**src/rtl/reg_writeback_queue.sv**
```systemverilog
// rtl/reg_writeback_queue.sv - register-file writeback merge of ALU results and load returns
//
// Purpose:
//   Owns the single write port of the register file. ALU results are written
//   one cycle after they arrive. Load returns are always queued in a small
//   FIFO and drained whenever the ALU leaves the write port free. An optional
//   per-register pending-load scoreboard is built when WB_SCOREBOARD_EN is
//   defined; otherwise pending is tied to zero.
//
// Ports:
//   clk, rst                          clock, asynchronous active-high reset
//   alu_valid/alu_reg/alu_data        single-cycle ALU result
//   mem_valid/mem_reg/mem_data        load return, accepted on mem_valid && mem_ready
//   mem_ready                         FIFO has room (from registered count)
//   issue_valid/issue_reg             load issued (scoreboard set)
//   reg_write/write_reg/write_data    registered register-file write
//   pending                           bit i = load to register i outstanding
//   fifo_count                        load FIFO occupancy
//
// Build option: WB_SCOREBOARD_EN

module reg_wb_fifo #(
    parameter int DATA_W = 16,
    parameter int ADDR_W = 4,
    parameter int DEPTH  = 4,
    parameter int CW     = $clog2(DEPTH) + 1
) (
    input  logic              clk,
    input  logic              rst,
    input  logic              push,
    input  logic [ADDR_W-1:0] push_reg,
    input  logic [DATA_W-1:0] push_data,
    input  logic              pop,
    output logic [ADDR_W-1:0] head_reg,
    output logic [DATA_W-1:0] head_data,
    output logic [CW-1:0]     count
);
    localparam int PW = $clog2(DEPTH);

    logic [ADDR_W-1:0] reg_mem  [DEPTH];
    logic [DATA_W-1:0] data_mem [DEPTH];
    logic [PW-1:0]     rd_ptr;
    logic [PW-1:0]     wr_ptr;

    assign head_reg  = reg_mem[rd_ptr];
    assign head_data = data_mem[rd_ptr];

    // Storage needs no reset: entries are only read while count is non-zero.
    always_ff @(posedge clk) begin
        if (push) begin
            reg_mem[wr_ptr]  <= push_reg;
            data_mem[wr_ptr] <= push_data;
        end
    end

    // DEPTH is a power of two, so the pointers wrap by natural overflow.
    always_ff @(posedge clk or posedge rst) begin
        if (rst) begin
            rd_ptr <= '0;
            wr_ptr <= '0;
            count  <= '0;
        end else begin
            if (push) wr_ptr <= wr_ptr + PW'(1);
            if (pop)  rd_ptr <= rd_ptr + PW'(1);
            case ({push, pop})
                2'b10:   count <= count + CW'(1);
                2'b01:   count <= count - CW'(1);
                default: count <= count;
            endcase
        end
    end
endmodule

module reg_writeback_queue #(
    parameter int DATA_W = 16,
    parameter int ADDR_W = 4,
    parameter int DEPTH  = 4
) (
    input  logic                       clk,
    input  logic                       rst,
    input  logic                       alu_valid,
    input  logic [ADDR_W-1:0]          alu_reg,
    input  logic [DATA_W-1:0]          alu_data,
    input  logic                       mem_valid,
    input  logic [ADDR_W-1:0]          mem_reg,
    input  logic [DATA_W-1:0]          mem_data,
    output logic                       mem_ready,
    input  logic                       issue_valid,
    input  logic [ADDR_W-1:0]          issue_reg,
    output logic                       reg_write,
    output logic [ADDR_W-1:0]          write_reg,
    output logic [DATA_W-1:0]          write_data,
    output logic [15:0]                pending,
    output logic [$clog2(DEPTH):0]     fifo_count
);
    localparam int CW = $clog2(DEPTH) + 1;

    logic              alu_sel;
    logic              pop;
    logic              push;
    logic [ADDR_W-1:0] head_reg;
    logic [DATA_W-1:0] head_data;

    // Full means not ready even if a pop happens this cycle.
    assign mem_ready = (fifo_count < CW'(DEPTH));
    assign alu_sel   = alu_valid && (alu_reg != '0);
    // An ALU write to r_0 does not occupy the port, so the FIFO may drain.
    assign pop       = !alu_sel && (fifo_count != '0);
    // Loads to r_0 complete the handshake but are never stored.
    assign push      = mem_valid && mem_ready && (mem_reg != '0);

    reg_wb_fifo #(
        .DATA_W (DATA_W),
        .ADDR_W (ADDR_W),
        .DEPTH  (DEPTH),
        .CW     (CW)
    ) u_fifo (
        .clk       (clk),
        .rst       (rst),
        .push      (push),
        .push_reg  (mem_reg),
        .push_data (mem_data),
        .pop       (pop),
        .head_reg  (head_reg),
        .head_data (head_data),
        .count     (fifo_count)
    );

    // Index and data hold their last values on idle cycles.
    always_ff @(posedge clk or posedge rst) begin
        if (rst) begin
            reg_write  <= 1'b0;
            write_reg  <= '0;
            write_data <= '0;
        end else if (alu_sel) begin
            reg_write  <= 1'b1;
            write_reg  <= alu_reg;
            write_data <= alu_data;
        end else if (pop) begin
            reg_write  <= 1'b1;
            write_reg  <= head_reg;
            write_data <= head_data;
        end else begin
            reg_write  <= 1'b0;
        end
    end

`ifdef WB_SCOREBOARD_EN
    logic [15:0] set_vec;
    logic [15:0] clr_vec;
    logic [15:0] pending_q;

    assign set_vec = (issue_valid && issue_reg != '0) ? (16'h0001 << issue_reg) : 16'h0000;
    assign clr_vec = pop ? (16'h0001 << head_reg) : 16'h0000;

    // Clear first, then set, so an issue on the popping edge keeps the bit.
    always_ff @(posedge clk or posedge rst) begin
        if (rst) begin
            pending_q <= 16'h0000;
        end else begin
            pending_q <= ((pending_q & ~clr_vec) | set_vec) & 16'hFFFE;
        end
    end

    assign pending = pending_q;
`else
    logic unused_issue;
    assign unused_issue = ^{issue_valid, issue_reg};
    assign pending      = 16'h0000;
`endif
endmodule

```
**config.mk**
```make
export PLATFORM = sky130hd
export DESIGN_NAME = reg_writeback_queue
export DESIGN_NICKNAME = d
export VERILOG_FILES = /design/src/rtl/reg_writeback_queue.sv
export SDC_FILE = /design/constraint.sdc
export NUM_CORES = 1
export LEC_CHECK = 0
export ABC_CLOCK_PERIOD_IN_PS = 2500
export CAP_MARGIN = 20
export CORE_MARGIN = 2
export CORE_UTILIZATION = 26
export CTS_CLUSTER_SIZE = 14
export DETAILED_ROUTE_END_ITERATION = 7
export PLACE_DENSITY = 0.47
export SKIP_LAST_GASP = 1
export SYNTH_ARGS = -nofsm -noshare
export SYNTH_HDL_FRONTEND = slang
export SYNTH_SLANG_ARGS = --single-unit
export TNS_END_PERCENT = 10
```
**constraint.sdc**
```tcl
create_clock -name clk -period 2.5 [get_ports clk]
set_input_delay 0.5 -clock clk [delete_from_list [all_inputs] [get_ports clk]]
set_output_delay 0.5 -clock clk [all_outputs]
set_load 0.05 [all_outputs]
```
==> key figures <==
Critical path
  – Critical path arrival: 2.65 ns
  – FF-to-FF Start: u_fifo.count[0]
  – R2R setup slack: roughly 0.56 ns
  – CP Max Fanout: 2
  – CP endpoint kind: flop
  – CP Class: in2reg
  – Critical Path RT: around 2.8 ns
  – Startpoint types: input port
  – CP startpoint: mem_reg[1]

CTS
  – CTS buffer count: 9
  – Post-CTS Repair Setup Buffers: 0
  – Root buffer cell: clkbuf_16
  – Clk sinks: around 110
  – CTS Buffer Depth: 2
  – Cts hold-fix bufs: 0
  – Worst-path clk slew: approximately 0.080 ns
  – TritonCTS clock tree: yes
  – # resized after CTS: 0
  – Worst skew pair latency: approximately 0.34 ns
  – H-tree level count: 3

Route
  – Vias: roughly 2400
  – WL final: about 9000 um
  – Vias per cell: slightly above 4
  – Pre-antenna DRT Iters: 4
  – Remaining antenna violation count: 0
  – Initial DRC Count: between 150 and 200
  – DRC: 0
  – Drt wl/cell: ~16 um

STA
  – Tmin final: around 2.4 ns
  – Final hold vios: 0
  – Clock Skew: 0.00593 ns
  – Worst slew margin: around two thirds
  – Hold slack: around 0.53 ns
  – Final setup vio count: 0
  – Final period util: between 90% and 100%
  – Worst-Margin Slew: 0.512 ns
  – Worst setup margin: around 0.12 ns
  – Fmax: roughly 420 MHz
  – Unrepaired setup endpoints after global routing: no
  – Slew Limit Fails: 0

Floorplanning
  – Initial core utilization: 26.5%
  – Core box area: between 15000 and 20000 um2
  – Number of cell rows: 47
  – DIE AREA: around 18000 um2
  – Die width: between 100 and 150 um
  – Die height: around 130 um
  – Top-Level Pins: 90

Run
  – Max-cap violations: 0

Logic synthesis
  – Post-synth top area cell: edfxtp_1
  – Syn Inst Count: between 200 and 300
  – Netlist cell types: 26
  – Synth top area cells: edfxtp_1 (55%), dfrtp_1 (16%), mux4_2 (10%)
  – Post-synth EDFFs: 80
  – Syn_area_per_cell: approximately 16 um2
  – Synth top area share: between 50% and 60%
  – Synth Flop Type: edfxtp_1
  – Ys async rst share: between 20% and 30%
  – Flops & latches, synth: approximately 110
  – Seq/Total Area, Yosys: a little over two thirds
  – Yosys warning total: 0
  – Post-Syn Area: roughly 4400 um2

Finish
  – Commonest non-fill, non-tap cells in the layout: edfxtp_1 (80), clkdlybuf4s50_1 (68), nand2_1 (33), dfrtp_1 (28), buf_4 (22)
  – Fin area: 5760 um2
  – Biggest register: u_fifo.data_mem
  – Syn-to-layout area delta: 31.5%
  – Ratio of cells with drive above 1 in the final layout: between 10% and 20%
  – Biggest regs: u_fifo.data_mem x64, u_fifo.reg_mem x16, write_data x16
  – Final non-filler cell total: 582
  – Largest register FFs: 64
  – Net count, final: 411
  – Commonest non-fill, non-tap cell in the layout: edfxtp_1

Placed design
  – Area after DPL: 5440 um2
  – Port buffer count: 68
  – Post-DP HPWL: ~6300 um
  – Placer Congestion: 0.665
  – Pre-CTS worst setup slack: -0.234 ns
  – Placed cells: between 500 and 600

Pwr
  – Worst VDD drop: roughly 0.00036 V
  – PwrDens: between 1000 and 1500 nW/um2
  – Lkg Pwr: roughly 2.1 nW

Global routing
  – First-pass GRT wire length: 14400 um
  – GRT Total Usage: 10.7%
  – Largest net degree at the start of global routing: 39
  – Vias in the first global route: about 2400
  – Initial antenna violation count: 1
  – Global route overflow: 0

Run status
  – Status: completed

Hold path
  – Worst Hold Class: in2async
-- routing by layer --
layer / up-vias / wire length (um) / GRT usage [%]
li1: 1142 / - / -
met1: 1211 / 4240 / 14.1
met2: 60 / 4240 / 16.7
met3: 2 / 484 / 3.10
met4: 0 / 68 / 4.26
met5: - / 0 / 0
-- through the flow --
stage	TNS (ns)	total power [mW]	utilization [%]
6_report	0	6.43	34.9
5_1_grt	0	6.80	34.8
4_1_cts	0	6.55	34.8
3_5_place_dp	-0.282	5.09	32.9
3_3_place_gp	-0.229	5.07	32.9
2_1_floorplan	0	4.21	-
-- path summary, 6_finish.rpt --
path / to / depth (start not counted)
setup / recovery: u_fifo.count[2] / 10
hold / removal: write_data[6] / 3
setup reg to reg: u_fifo.count[2] / 8
hold reg to reg: write_data[7] / 2
max in group asynchronous: u_fifo.wr_ptr[1] / 3
min in group clk: write_data[7] / 2
-- logic make-up (layout without fill, tap and decap cells) --
| kind of cell | count (synthesis) | in the layout | share of synthesized area [%] |
|---|---|---|---|
| adder cells (fa/ha/maj) | 6 | 6 | 1.88 |
| AND/OR/NAND/NOR | 64 | 64 | 6.34 |
| XOR/XNOR | 6 | 6 | 1.20 |
| flip-flops | 108 | 108 | 70.8 |
| buffers and inverters | 38 | 118 | 5.43 |
| other | 1 | 17 | 0.0856 |
| multiplexers | 22 | 22 | 10.9 |
| AO/OA/AOI/OAI | 21 | 21 | 3.40 |
-- report_power, final --
group          internal (mW)  total [mW]  switching [mW]  leakage (nW)
Combinational           1.04        2.48            1.44         0.901
Sequential              2.31        2.52           0.210          1.05
Clock                  0.722        1.43           0.711         0.152
Total                   4.07        6.43            2.36          2.10
-- synthesized netlist by cell type, types with 5 or more instances --
library cell,n
mux4_2,20
and3_1,6
edfxtp_1,80
ha_1,5
nor2_1,17
a31oi_1,16
inv_1,8
dfrtp_1,28
nand2_1,33
buf_4,20
-- area by class of cell --
cell class	instances	area [um2]
diodes	1	2.50
clock buffers	9	225
clock inverters	7	88.8
fillers	1588	10800
inverters	8	30.0
multi-input cells	135	1110
flip-flops and latches	108	3100
well taps	220	275
repair buffers	94	926
-- critical path: stages --
cell,delay (ns)
clkdlybuf4s50_1,0.42
or4_1,0.51
and3_1,0.21
inv_1,0.06
ha_1,0.15
inv_1,0.05
fa_1,0.37
xor2_1,0.15
nor2_1,0.11
xnor2_1,0.12
No activity file was read; power rests on OpenSTA's default activity.
